**src/rtl/pixel_clk_pkg.sv**
```systemverilog
// Shared types and constants for the pixel clock-enable generator.
// Increment table assumes a 100 MHz clk_in and a 32-bit accumulator.
package pixel_clk_pkg;

  localparam int MODE_W       = 2;
  localparam int DEFAULT_MODE = 1;

  typedef enum logic [1:0] {
    ST_RESET  = 2'd0,
    ST_SETTLE = 2'd1,
    ST_LOCKED = 2'd2,
    ST_SWITCH = 2'd3
  } state_e;

  // 25.175, 25.2, 40.0 and 74.25 MHz from 100 MHz: round(f / 100e6 * 2^32)
  localparam logic [3:0][31:0] INC_TABLE = {
    32'd3189013217, 32'd1717986918, 32'd1082331759, 32'd1081258017
  };

  // Out-of-range indices resolve to the last table entry.
  function automatic logic [31:0] inc_lookup(input logic [31:0] m);
    logic [1:0] idx;
    idx = (m > 32'd3) ? 2'd3 : m[1:0];
    return INC_TABLE[idx];
  endfunction

endpackage

```
**src/rtl/phase_acc.sv**
```systemverilog
// Phase accumulator: increment mux, ACC_W-bit accumulator and registered carry.
// clr_i zeroes the accumulator but still registers the carry of the current sum.
module phase_acc
  import pixel_clk_pkg::*;
#(
  parameter int ACC_W = 32,
  parameter int MW    = 2
) (
  input  logic          clk_i,
  input  logic          rst_ni,
  input  logic          clr_i,
  input  logic [MW-1:0] mode_i,
  output logic          carry_o,
  output logic          ce_o
);

  logic [ACC_W-1:0] acc_q;
  logic [ACC_W-1:0] inc;
  logic [ACC_W:0]   sum;
  logic             ce_q;

  assign inc     = ACC_W'(inc_lookup(32'(mode_i)));
  assign sum     = {1'b0, acc_q} + {1'b0, inc};
  assign carry_o = sum[ACC_W];
  assign ce_o    = ce_q;

  always_ff @(posedge clk_i or negedge rst_ni) begin
    if (!rst_ni) begin
      acc_q <= '0;
      ce_q  <= 1'b0;
    end else begin
      acc_q <= clr_i ? '0 : sum[ACC_W-1:0];
      ce_q  <= sum[ACC_W];
    end
  end

endmodule

```
**src/rtl/pixel_ce_gen.sv**
```systemverilog
// Fractional-N pixel clock-enable generator with glitch-free mode switching.
// Define PIX_CE_TOGGLE_EN to get a divided pixel clock on pix_clk_div.
module pixel_ce_gen
  import pixel_clk_pkg::*;
#(
  parameter  int ACC_W         = 32,
  parameter  int NUM_MODES     = 4,
  parameter  int SETTLE_CYCLES = 256,
  localparam int MW            = (NUM_MODES > 1) ? $clog2(NUM_MODES) : 1,
  localparam int CNT_W         = $clog2(SETTLE_CYCLES + 1)
) (
  input  logic          clk_in,
  input  logic          reset_n,
  input  logic [MW-1:0] mode_sel,
  input  logic          mode_req,
  output logic          mode_ack,
  output logic [MW-1:0] mode_cur,
  output logic          pix_ce,
  output logic          locked,
  output logic          pix_clk_div
);

  localparam logic [CNT_W-1:0] CNT_LAST = CNT_W'(SETTLE_CYCLES - 1);

  state_e          state_q, state_d;
  logic [MW-1:0]   mode_cur_q, mode_cur_d;
  logic [MW-1:0]   mode_pend_q, mode_pend_d;
  logic [CNT_W-1:0] cnt_q, cnt_d;
  logic            ack_q, ack_d;
  logic            acc_clr;
  logic            carry;

  phase_acc #(.ACC_W(ACC_W), .MW(MW)) u_acc (
    .clk_i   (clk_in),
    .rst_ni  (reset_n),
    .clr_i   (acc_clr),
    .mode_i  (mode_cur_q),
    .carry_o (carry),
    .ce_o    (pix_ce)
  );

  always_comb begin
    state_d     = state_q;
    mode_cur_d  = mode_cur_q;
    mode_pend_d = mode_pend_q;
    cnt_d       = cnt_q;
    ack_d       = 1'b0;
    acc_clr     = 1'b0;
    case (state_q)
      ST_RESET: begin
        state_d = ST_SETTLE;
        cnt_d   = '0;
        acc_clr = 1'b1;
      end
      ST_SETTLE: begin
        if (cnt_q == CNT_LAST) state_d = ST_LOCKED;
        else                   cnt_d   = cnt_q + 1'b1;
      end
      ST_LOCKED: begin
        if (mode_req) begin
          state_d     = ST_SWITCH;
          ack_d       = 1'b1;
          mode_pend_d = (32'(mode_sel) >= NUM_MODES) ? MW'(NUM_MODES - 1) : mode_sel;
        end
      end
      ST_SWITCH: begin
        // Switch on a carry so the last old-rate period is complete.
        if (carry) begin
          state_d    = ST_SETTLE;
          acc_clr    = 1'b1;
          mode_cur_d = mode_pend_q;
          cnt_d      = '0;
        end
      end
      default: state_d = ST_RESET;
    endcase
  end

  always_ff @(posedge clk_in or negedge reset_n) begin
    if (!reset_n) begin
      state_q     <= ST_RESET;
      mode_cur_q  <= MW'(DEFAULT_MODE);
      mode_pend_q <= '0;
      cnt_q       <= '0;
      ack_q       <= 1'b0;
    end else begin
      state_q     <= state_d;
      mode_cur_q  <= mode_cur_d;
      mode_pend_q <= mode_pend_d;
      cnt_q       <= cnt_d;
      ack_q       <= ack_d;
    end
  end

  assign mode_ack = ack_q;
  assign mode_cur = mode_cur_q;
  assign locked   = (state_q == ST_LOCKED);

`ifdef PIX_CE_TOGGLE_EN
  logic div_q;
  always_ff @(posedge clk_in or negedge reset_n) begin
    if (!reset_n)                div_q <= 1'b0;
    else if (state_q == ST_RESET) div_q <= 1'b0;
    else if (pix_ce)             div_q <= ~div_q;
  end
  assign pix_clk_div = div_q;
`else
  assign pix_clk_div = 1'b0;
`endif

endmodule

```
**config.mk**
```make
export PLATFORM = sky130hd
export DESIGN_NAME = pixel_ce_gen
export DESIGN_NICKNAME = d
export VERILOG_FILES = /design/src/rtl/pixel_clk_pkg.sv /design/src/rtl/phase_acc.sv /design/src/rtl/pixel_ce_gen.sv
export SDC_FILE = /design/constraint.sdc
export NUM_CORES = 1
export LEC_CHECK = 0
export CORE_MARGIN = 2
export CORE_UTILIZATION = 45
export CTS_BUF_LIST = sky130_fd_sc_hd__clkbuf_4 sky130_fd_sc_hd__clkbuf_8
export DETAILED_ROUTE_END_ITERATION = 8
export PLACE_DENSITY = 0.67
export SKIP_CTS_REPAIR_TIMING = 1
export SYNTH_ARGS = -nofsm -noshare
export SYNTH_HDL_FRONTEND = slang
export SYNTH_SLANG_ARGS = --single-unit
export TNS_END_PERCENT = 5
```
**constraint.sdc**
```tcl
create_clock -name clk_in -period 3.6 [get_ports clk_in]
set_input_delay 0.9 -clock clk_in [delete_from_list [all_inputs] [get_ports clk_in]]
set_output_delay 0.9 -clock clk_in [all_outputs]
set_load 0.03 [all_outputs]
```
==> flow_summary.ini <==
[global_route]
grt.total_usage = 0.1985
grt_pass1_wl_um = 13940
grt_use_met1 = 0.2695
use_met2 = 0.3292
antenna_found_initial = 0
grt_max_degree = 44
use_met3 = 0.02970
gr-max-usage-layer = met2
grt-ovfl-total = 0
grt_pass1_vias = 2891

[cells_and_area]
layout-drive-gt1-share = 0.1041
design_area_um2 = 4005
antenna_cells = 0
syn_to_final_growth_pct = 9.212
final_common_cell = dfrtp_1
n_fill_cell = 732
final_cell_mix = dfrtp_1 (48), nor2_1 (42), ha_1 (38)
final_nets = 456

[min_path]
min_path_type = flop to flop

[outcome]
status = complete, no violations

[clock_tree]
clk_pin_slew_worst_paths_ps = 90
clockBufferDepth = 2
cts_sinks = 49
cts_buffers = 5
htreeDepth = 2
clock_latency_ps = 300
cts_root_buffer = clkbuf_8
tritoncts = done

[placement]
dp_hpwl_um = 5980
place_congestion = 0.9433
numPortBuffers = 9
placed_area_um2 = 3856

[floorplanning]
start_util = 0.4697
dieArea_um2 = 8888
rows = 32
die_x_um = 94.28
core_um2 = 7807
die_height_um = 94.28
io_pins = 11

[power]
peakVddDrop_v = 0.0001849
power-per-cell-area_nw_per_um2 = 246.4
p_leak_nw = 1.688

[yosys]
synth_top_cell_area_share = 0.3275
syn_area_per_cell_um2 = 9.168
syn_nets = 444
synth_cell_types = 69
synth_warnings = 0
synth_top_area_cell = dfrtp_1
syn_inst = 400
seq_area_frac_synth = 0.3347
synth_edf_count = 0
syn_area_um2 = 3667
ys_seq_elements = 49
ys.flop_type = dfrtp_1
async_reset_ff_frac = 1.000
ys_top_cells_by_area = dfrtp_1 (33%), ha_1 (13%), nor2_1 (4.3%)

[sta]
tightest_slew_ps = 1012
finClkSkew_ps = 4.096
tns_ps = 0
fmax_mhz = 294.7
maxSlewHeadroom = 0.3256
fin_crit_sh = 0.9425
drv_slew = 0
min_period_ps = 3393
hold_violations = 0
final-setup-viol-count = 0
rsz0062_at_grt = no

[worst_setup_path]
critPathMaxStageDelay_ps = 570
crit_path_start_kind = flop
worstPathRequired_ps = 3790
cp-end-kind = flop
arrival_ps = 3580
path_delay_family = simple AND/OR/NAND/NOR gates
cp_slowest_cell = or4b_1
crit_type = flop to flop
path_cells = buf_4 > ha_1 > ha_1 > nand4_1 > or4b_1 > a211oi_2 > nor3_1 > nor3_1 > mux2i_1 > nor3_1 > nor2_1
critPathMaxFanout = 8
crit_buf_inv = 1
crit_top_cell = nor3_1

[drt]
drc = 0
wl_per_cell_um = 15.81
dr.pass1.iters = 5
vias_per_cell = 5.619
drt_iter0_drc = 123
antenna_left = 0
wl_um = 8141
num_vias = 2894

[job]
drv_cap = 0
-- cell type report --
type,instances,area [µm²],area share
timing repair buffer,15,130.1,0.03249
clock buffer,6,82.58,0.02062
sequential,49,1227,0.3065
tap,102,127.6,0.03186
multi-input combinational,317,2310,0.5767
clock inverter,2,37.54,0.009372
inverter,24,90.09,0.02249
-- flip-flops by register name, indices dropped and copies added, names as in the netlist --
signal	cells
mode_pend_q	2
cnt_q	9
u_acc.ce_o	1
u_acc.acc_q	32
mode_ack	1
mode_cur	2
state_q	2
-- through the flow --
| step | util | setup slack [ps] | cells | hold slack, ps | power, W |
|---|---|---|---|---|---|
| finish | 0.5130 | 207.0 | 515 | 466.8 | 0.0009869 |
| global route | 0.5130 | 4.287 | 515 | 510.6 | 0.001019 |
| CTS | 0.5093 | 96.32 | 514 | 471.3 | 0.0009992 |
| detailed placement | 0.4939 | 94.67 | 506 | 451.8 | 0.0005787 |
| global placement | 0.4939 | 159.2 | 506 | 451.4 | 0.0005785 |
| floorplan | - | 236.1 | 400 | 430.5 | 0.0005632 |
-- cell families (layout without fill, tap and decap cells) --
| group | after synthesis | count (layout) | synth area share |
|---|---|---|---|
| AOI/OAI and AO/OA | 112 | 113 | 0.2211 |
| adders and majority gates | 39 | 39 | 0.1351 |
| and+or+nand+nor | 132 | 132 | 0.1757 |
| buffers and inverters | 35 | 47 | 0.04333 |
| muxes | 5 | 5 | 0.01433 |
| DFF | 49 | 49 | 0.3347 |
| other | 1 | 1 | 0.001023 |
| xor gates and xnor gates | 27 | 27 | 0.07472 |
-- worst paths after layout --
| kind | start | endpoint | slack (ps) | cells past startpoint |
|---|---|---|---|---|
| max | mode_cur[1]$_DFFE_PN0P_ | u_acc.acc_q[25]$_DFF_PN0_ | 210 | 11 |
| min | cnt_q[3]$_DFFE_PN0P_ | cnt_q[3]$_DFFE_PN0P_ | 470 | 1 |
| max reg2reg | mode_cur[1]$_DFFE_PN0P_ | u_acc.acc_q[25]$_DFF_PN0_ | 210 | 11 |
| min reg2reg | cnt_q[3]$_DFFE_PN0P_ | cnt_q[3]$_DFFE_PN0P_ | 470 | 1 |
| max in group asynchronous | reset_n | u_acc.ce_o$_DFF_PN0_ | 2140 | 2 |
| min in group asynchronous | reset_n | u_acc.acc_q[19]$_DFF_PN0_ | 760 | 1 |
-- routing by layer --
layer	up-vias	wire length (µm)
met5	-	0
met3	11	254
li1	1451	-
met4	0	119
met2	39	3989
met1	1393	3777
-- cell usage after synthesis, types with 2 or more instances --
| library cell | number |
|---|---|
| a211o_1 | 2 |
| a31o_2 | 3 |
| o21ai_0 | 26 |
| buf_4 | 2 |
| inv_1 | 24 |
| a32o_1 | 3 |
| a311oi_1 | 2 |
| nor2_1 | 42 |
| o31ai_1 | 4 |
| and2_1 | 4 |
| xor2_1 | 11 |
| nor2b_1 | 13 |
| or2_2 | 6 |
| nor3_1 | 13 |
| nand2_1 | 26 |
| buf_2 | 4 |
| nand4_1 | 2 |
| a41o_1 | 2 |
| mux2i_1 | 3 |
| dfrtp_1 | 48 |
| o21bai_1 | 2 |
| a21o_1 | 7 |
| nor3b_1 | 3 |
| mux2_2 | 2 |
| ha_1 | 38 |
| a21oi_1 | 31 |
| a211oi_2 | 2 |
| nand2b_1 | 2 |
| a211oi_1 | 2 |
| clkbuf_1 | 3 |
| buf_6 | 2 |
| a31oi_1 | 4 |
| xnor2_1 | 14 |
| nand3_1 | 13 |
-- where the power goes --
part	total (W)	leakage (nW)	switching, W	internal [W]
clock network	0.000420	0.0574	0.000194	0.000226
logic	0.0000169	1.06	0.0000129	0.00000393
registers	0.000550	0.575	0	0.000550
No activity file was read; power rests on OpenSTA's default activity.
